## src/rtl/mux_scan_sequencer_if.sv

```systemverilog
// Sample delivery channel from the scan sequencer to its consumer.
// The master presents DATA/CH with VALID; the slave accepts by raising READY.
interface mux_scan_sequencer_if #(
    parameter int WIDTH = 4
);
    logic [WIDTH-1:0] DATA;
    logic [2:0]       CH;
    logic             VALID;
    logic             READY;

    modport master (output DATA, output CH, output VALID, input READY);
    modport slave  (input DATA, input CH, input VALID, output READY);
endinterface

```

## src/rtl/mux_scan_sequencer.sv

```systemverilog
// Walks the enabled channels of an 8:1 mux in ascending order, lets each select settle
// for DWELL cycles, captures Q and hands the sample downstream over valid/ready.
module mux_scan_sequencer #(
    parameter int WIDTH = 4,
    parameter int DWELL = 2
) (
    input  logic                  CLK,
    input  logic                  RESET,
    input  logic                  START,
    input  logic [7:0]            MASK,
    input  logic [WIDTH-1:0]      Q,
    output logic [2:0]            S,
    output logic                  BUSY,
    output logic                  DONE,
    mux_scan_sequencer_if.master  out_if
);
    typedef enum logic [1:0] {IDLE, SETTLE, OUT, FIN} state_t;

    localparam logic [3:0] DWELL_LOAD = 4'(DWELL - 1);

    state_t           state_q, state_d;
    logic [7:0]       mask_q, mask_d;
    logic [2:0]       s_q, s_d;
    logic [WIDTH-1:0] data_q, data_d;
    logic [2:0]       ch_q, ch_d;
    logic             valid_q, valid_d;
    logic             busy_q, busy_d;
    logic             done_q, done_d;
    logic [3:0]       cnt_q, cnt_d;

    logic [7:0]       above_mask;
    logic             has_next;
    logic [2:0]       next_ch;

    function automatic logic [2:0] lowest_set(input logic [7:0] v);
        logic [2:0] idx;
        idx = 3'd0;
        for (int k = 7; k >= 0; k--) begin
            if (v[k]) idx = 3'(k);
        end
        return idx;
    endfunction

    // Latched channels strictly above the one just delivered; no wrap-around.
    genvar gi;
    generate
        for (gi = 0; gi < 8; gi++) begin : g_above
            assign above_mask[gi] = mask_q[gi] && (3'(gi) > ch_q);
        end
    endgenerate

    assign has_next = |above_mask;
    assign next_ch  = lowest_set(above_mask);

    always_comb begin
        state_d = state_q;
        mask_d  = mask_q;
        s_d     = s_q;
        data_d  = data_q;
        ch_d    = ch_q;
        valid_d = valid_q;
        busy_d  = busy_q;
        done_d  = 1'b0;
        cnt_d   = cnt_q;
        case (state_q)
            IDLE: begin
                if (START) begin
                    busy_d = 1'b1;
                    if (|MASK) begin
                        mask_d  = MASK;
                        s_d     = lowest_set(MASK);
                        cnt_d   = DWELL_LOAD;
                        state_d = SETTLE;
                    end else begin
                        done_d  = 1'b1;
                        state_d = FIN;
                    end
                end
            end
            SETTLE: begin
                if (cnt_q != 4'd0) begin
                    cnt_d = cnt_q - 4'd1;
                end else begin
                    data_d  = Q;
                    ch_d    = s_q;
                    valid_d = 1'b1;
                    state_d = OUT;
                end
            end
            OUT: begin
                if (out_if.READY) begin
                    valid_d = 1'b0;
                    if (has_next) begin
                        s_d     = next_ch;
                        cnt_d   = DWELL_LOAD;
                        state_d = SETTLE;
                    end else begin
                        done_d  = 1'b1;
                        state_d = FIN;
                    end
                end
            end
            FIN: begin
                busy_d  = 1'b0;
                s_d     = 3'd0;
                state_d = IDLE;
            end
            default: state_d = IDLE;
        endcase
    end

    always_ff @(posedge CLK) begin
        if (RESET) begin
            state_q <= IDLE;
            mask_q  <= 8'd0;
            s_q     <= 3'd0;
            data_q  <= '0;
            ch_q    <= 3'd0;
            valid_q <= 1'b0;
            busy_q  <= 1'b0;
            done_q  <= 1'b0;
            cnt_q   <= 4'd0;
        end else begin
            state_q <= state_d;
            mask_q  <= mask_d;
            s_q     <= s_d;
            data_q  <= data_d;
            ch_q    <= ch_d;
            valid_q <= valid_d;
            busy_q  <= busy_d;
            done_q  <= done_d;
            cnt_q   <= cnt_d;
        end
    end

    assign S            = s_q;
    assign BUSY         = busy_q;
    assign DONE         = done_q;
    assign out_if.DATA  = data_q;
    assign out_if.CH    = ch_q;
    assign out_if.VALID = valid_q;
endmodule

```

## src/flat_wrapper.sv

```systemverilog
// flat-port wrapper written by rule: the top's interface ports become plain ports
module mux_scan_sequencer_flat 
#(
    parameter int WIDTH = 4,
    parameter int DWELL = 2
)
  (CLK, RESET, START, MASK, Q, S, BUSY, DONE, out_if_DATA, out_if_CH, out_if_VALID, out_if_READY);
  mux_scan_sequencer_if #(.WIDTH(WIDTH)) out_if_i ();
  input  logic CLK;
  input  logic RESET;
  input  logic START;
  input  logic [7:0] MASK;
  input  logic [WIDTH-1:0] Q;
  output logic [2:0] S;
  output logic BUSY;
  output logic DONE;
  output wire logic [$bits(out_if_i.DATA)-1:0] out_if_DATA;
  output wire logic [$bits(out_if_i.CH)-1:0] out_if_CH;
  output wire logic [$bits(out_if_i.VALID)-1:0] out_if_VALID;
  input wire logic [$bits(out_if_i.READY)-1:0] out_if_READY;
  assign out_if_DATA = out_if_i.DATA;
  assign out_if_CH = out_if_i.CH;
  assign out_if_VALID = out_if_i.VALID;
  assign out_if_i.READY = out_if_READY;
  mux_scan_sequencer #(.WIDTH(WIDTH), .DWELL(DWELL)) u_core (.CLK(CLK), .RESET(RESET), .START(START), .MASK(MASK), .Q(Q), .S(S), .BUSY(BUSY), .DONE(DONE), .out_if(out_if_i));
endmodule
```

## config.mk

```make
export PLATFORM = sky130hd
export DESIGN_NAME = mux_scan_sequencer_flat
export DESIGN_NICKNAME = d
export VERILOG_FILES = /design/src/rtl/mux_scan_sequencer_if.sv /design/src/rtl/mux_scan_sequencer.sv /design/src/flat_wrapper.sv
export SDC_FILE = /design/constraint.sdc
export NUM_CORES = 1
export LEC_CHECK = 0
export CORE_ASPECT_RATIO = 1.5
export CORE_MARGIN = 5
export CORE_UTILIZATION = 45
export DETAILED_ROUTE_END_ITERATION = 6
export PLACE_DENSITY_LB_ADDON = 0.05
export RECOVER_POWER = 25
export SETUP_SLACK_MARGIN = 0.5
export SYNTH_ARGS = -nofsm -noshare
export SYNTH_HDL_FRONTEND = slang
export SYNTH_SLANG_ARGS = --single-unit
```

## constraint.sdc

```tcl
create_clock -name CLK -period 1.9 [get_ports CLK]
set_input_delay 0.19 -clock CLK [delete_from_list [all_inputs] [get_ports CLK]]
set_output_delay 0.19 -clock CLK [all_outputs]
set_load 0.005 [all_outputs]
```

==> summary.txt <==
Clock network
  • Clk_lat worst skew: 0.27 ns
  • Clock Tree Root: clkbuf_8
  • Clock transition at path regs: 0.09 ns
  • TritonCTS clock tree: done
  • Htree depth: 1
  • Clock Sinks: 26
  • CTS buffer count: 3
  • Deepest clock path buffer count: 2

Drt
  • DR iter-0 viols: 15
  • DRC Markers: 0
  • ANT nets after route: 0
  • Total Wirelength: approximately 4.3 mm
  • Initial DRT Pass Iterations: 4
  • DR vias/cell: roughly 5.4
  • Wire per inst: about 15 µm
  • Vias: 1490

Die
  • Core area: roughly 2900 µm²
  • Die area: 4290 µm²
  • Die H: around 78 µm
  • Row count: 24
  • Initial Utilization: 46.9%
  • Top-Level Pins: 29
  • Die span in x: between 50 and 60 µm

Place
  • Placed Instances: around 250
  • GP Congestion: between 0.8 and 0.9
  • Area post-placement: between 1500 and 2000 µm²
  • Port Buffers: 28
  • Post-DP HPWL: 2.89 mm

Yosys
  • Area contributors post-synth: dfxtp_1 (38%), a21oi_1 (6.5%), nand2_1 (5.4%)
  • Post-synth EDFFs: 0
  • Register area share after synthesis: about 38%
  • FF+latch count, synth: 26
  • Net Count, Synth: about 190
  • Area share of the largest cell type after synthesis: 37.7%
  • Prevailing post-synth register cell: dfxtp_1
  • Synth Area per Inst: between 8 and 9 µm²
  • Yosys warnings: 0
  • Synthesized cell area: approximately 1400 µm²
  • Share of flip-flops with an asynchronous set or reset: 0%
  • Unique masters post-synth: 44
  • Cells after synthesis: approximately 170
  • Synth area leader: dfxtp_1

Power and ir drop
  • Clock power frac: about 13%
  • Lkg Pwr: between 0.9 and 1 nW
  • Switching part of the total: about two fifths
  • Pwr dens: about 1200 nW/µm²
  • Net Sw Power: ~1.1 mW
  • Seq pwr share: 27.3%
  • Peak supply drop: 1010 µV
  • Combinational group share of total power: about three fifths
  • Internal: ~1.8 mW

Cells and area
  • Multi-input logic area: roughly 1000 µm²
  • Final cell count without fillers: around 280
  • Share of post-route cells with drive strength above 1: 46.4%
  • Storage element area: around 540 µm²
  • Post-Route Utilization: between 80% and 90%
  • Nets: between 200 and 300
  • Ant diodes: 0
  • Fillers: ~210
  • Synth-to-Final Area Change: 70.9%
  • Post-route cell area: 2360 µm²

Timing
  • Actual slew at the worst max-slew pin: 0.433 ns
  • Final Cycle Share: between 90% and 100%
  • RSZ-0062 raised after global routing: yes
  • Max-slew violations: 0
  • Hold Slack: 0.331 ns
  • Highest clock rate: between 500 and 600 MHz
  • Worst slew margin: approximately 70%
  • Final Hold Vio Count: 0
  • Period minus WS final: roughly 1.8 ns
  • Final setup fails: 0
  • Fin Clk Skew: approximately 0.0014 ns

Worst setup path
  • Crit path max-delay cell type: or4b_4
  • Worst Path Max Fanout: 7
  • CP top delay family: simple AND/OR/NAND/NOR gates
  • CP Capture Type: register
  • Critical path buffer and inverter count: 1
  • CP Cell Sequence: or4b_4 > and2_4 > a32oi_4 > buf_6 > a31oi_1 > o21a_1
  • CP required: between 2 and 2.5 ns
  • Worst Path Class, Setup: reg2reg
  • Max incr delay on CP: around 0.55 ns
  • Data arrival, critical path: around 2 ns
  • Worst Setup Start Kind: register

Min path
  • HP Class: in2reg

Global routing
  • Overflow after GRT: 0
  • Vias in the first global route: about 1500
  • Initial antenna violation count: 0
  • Largest net degree at the start of global routing: 22
  • First-pass GRT wire length: roughly 7 mm
  • Global Route Usage Sum: a little over a fifth

Flow run
  • Max_cap viols: 0

Outcome
  • Status: finished clean
==> cells in the final DEF (no fill, tap or decap), types with 2 or more instances in the layout <==
cell type | netlist | final
buf_4 | 0 | 35
clkdlybuf4s50_1 | 0 | 19
nor2_1 | 19 | 17
dfxtp_1 | 26 | 16
nand2_1 | 20 | 13
a21oi_1 | 18 | 12
buf_6 | 1 | 9
nand3_1 | 11 | 7
dfxtp_2 | 0 | 7
a21oi_2 | 1 | 6
nand2_2 | 0 | 5
o21ai_0 | 6 | 5
a211oi_2 | 0 | 5
dlygate4sd2_1 | 0 | 5
nor2b_1 | 7 | 4
nand3_2 | 0 | 4
mux2i_1 | 4 | 4
clkbuf_8 | 0 | 4
dlymetal6s2s_1 | 0 | 4
nor2_2 | 1 | 3
nand2b_1 | 3 | 3
dfxtp_4 | 0 | 3
inv_2 | 0 | 2
nor2b_2 | 0 | 2
or3b_4 | 0 | 2
nor4_2 | 0 | 2
a32oi_4 | 1 | 2
nor3_2 | 0 | 2
inv_1 | 4 | 2
a311oi_1 | 2 | 2
o21a_1 | 2 | 2
==> path summary, 6_finish.rpt <==
path / startpoint / end / slack [ns] / cells past startpoint
max reg2reg: u_core.out_if.CH[0] / u_core.cnt_q[0] / 0.08 / 6
max: u_core.out_if.CH[0] / u_core.cnt_q[0] / 0.08 / 6
min: MASK[4] / u_core.mask_q[4] / 0.33 / 4
min reg2reg: u_core.BUSY / u_core.BUSY / 0.46 / 2
==> tightest hold or removal path, delay by kind of cell <==
family,cells,cell delay [ns]
compound gates,1,0.05
simple gates,1,0.05
buf+inv,2,0.28
==> repair_timing <==
item | CTS | global route
pin swaps | 21 | 9
hold buffers | 0 | 0
buffers inserted | 12 | 6
gates resized for setup | 49 | 28
setup endpoints to repair | 27 | 27
==> logic make-up (layout without fill, tap and decap cells) <==
group	count (synthesis)	after routing	synth area share, %
fa+ha+maj	1	1	0.907
compound gates	49	49	25.7
simple gates	76	76	28.7
mux	4	4	2.90
flops	26	26	37.7
buf+inv	12	81	4.08
==> flip-flops by register name, summed over array words and instances (netlist names), 2 cells and up <==
register	flops
u_core.out_if.CH	3
u_core.mask_q	7
u_core.state_q	2
u_core.out_if.DATA	4
u_core.cnt_q	4
u_core.S	3
==> per-stage QoR <==
stage                      TNS, ns  total power, mW  worst slack (ns)
after floorplan                  0             1.54             0.128
after CTS                        0             2.77             0.111
after detailed placement     -1.28             2.00            -0.226
after global placement      -0.732             1.96            -0.182
after global routing      -0.00209             3.09          -0.00209
final                            0             2.91            0.0778
==> power groups by stage <==
stage                     Clock, mW  Combinational (mW)  Sequential (mW)
after global routing          0.395                1.89            0.812
after CTS                     0.371                1.62            0.782
after floorplan                   0               0.771            0.771
final                         0.364                1.76            0.795
after detailed placement          0                1.21            0.789
after global placement            0                1.18            0.781
==> Yosys cell counts (2+ instances only) <==
cell,n
clkbuf_1,3
nor2_1,19
nand3_1,11
buf_2,2
mux2i_1,4
nor2b_1,7
nor3_1,3
a311oi_1,2
nand2b_1,3
inv_1,4
or3b_2,2
dfxtp_1,26
nand2_1,20
a21oi_1,18
o21ai_0,6
nor3b_1,3
nor4_1,2
a211oi_1,6
o21a_1,2
==> per-layer routing <==
metal	vias to the layer above	wire length, µm	track usage (%)
met5	-	0	0
met4	0	85	9.25
met1	716	1690	24.7
li1	743	-	-
met3	7	101	2.30
met2	24	2380	37.8
==> cell type report <==
cell class / count / share of cell area, %
Multi-Input combinational cell: 130 / 43.9
Timing Repair Buffer: 73 / 28.1
Sequential cell: 26 / 22.9
Clock buffer: 4 / 2.34
Tap cell: 39 / 2.07
Inverter: 4 / 0.637
(Power assumes the default switching activity.)
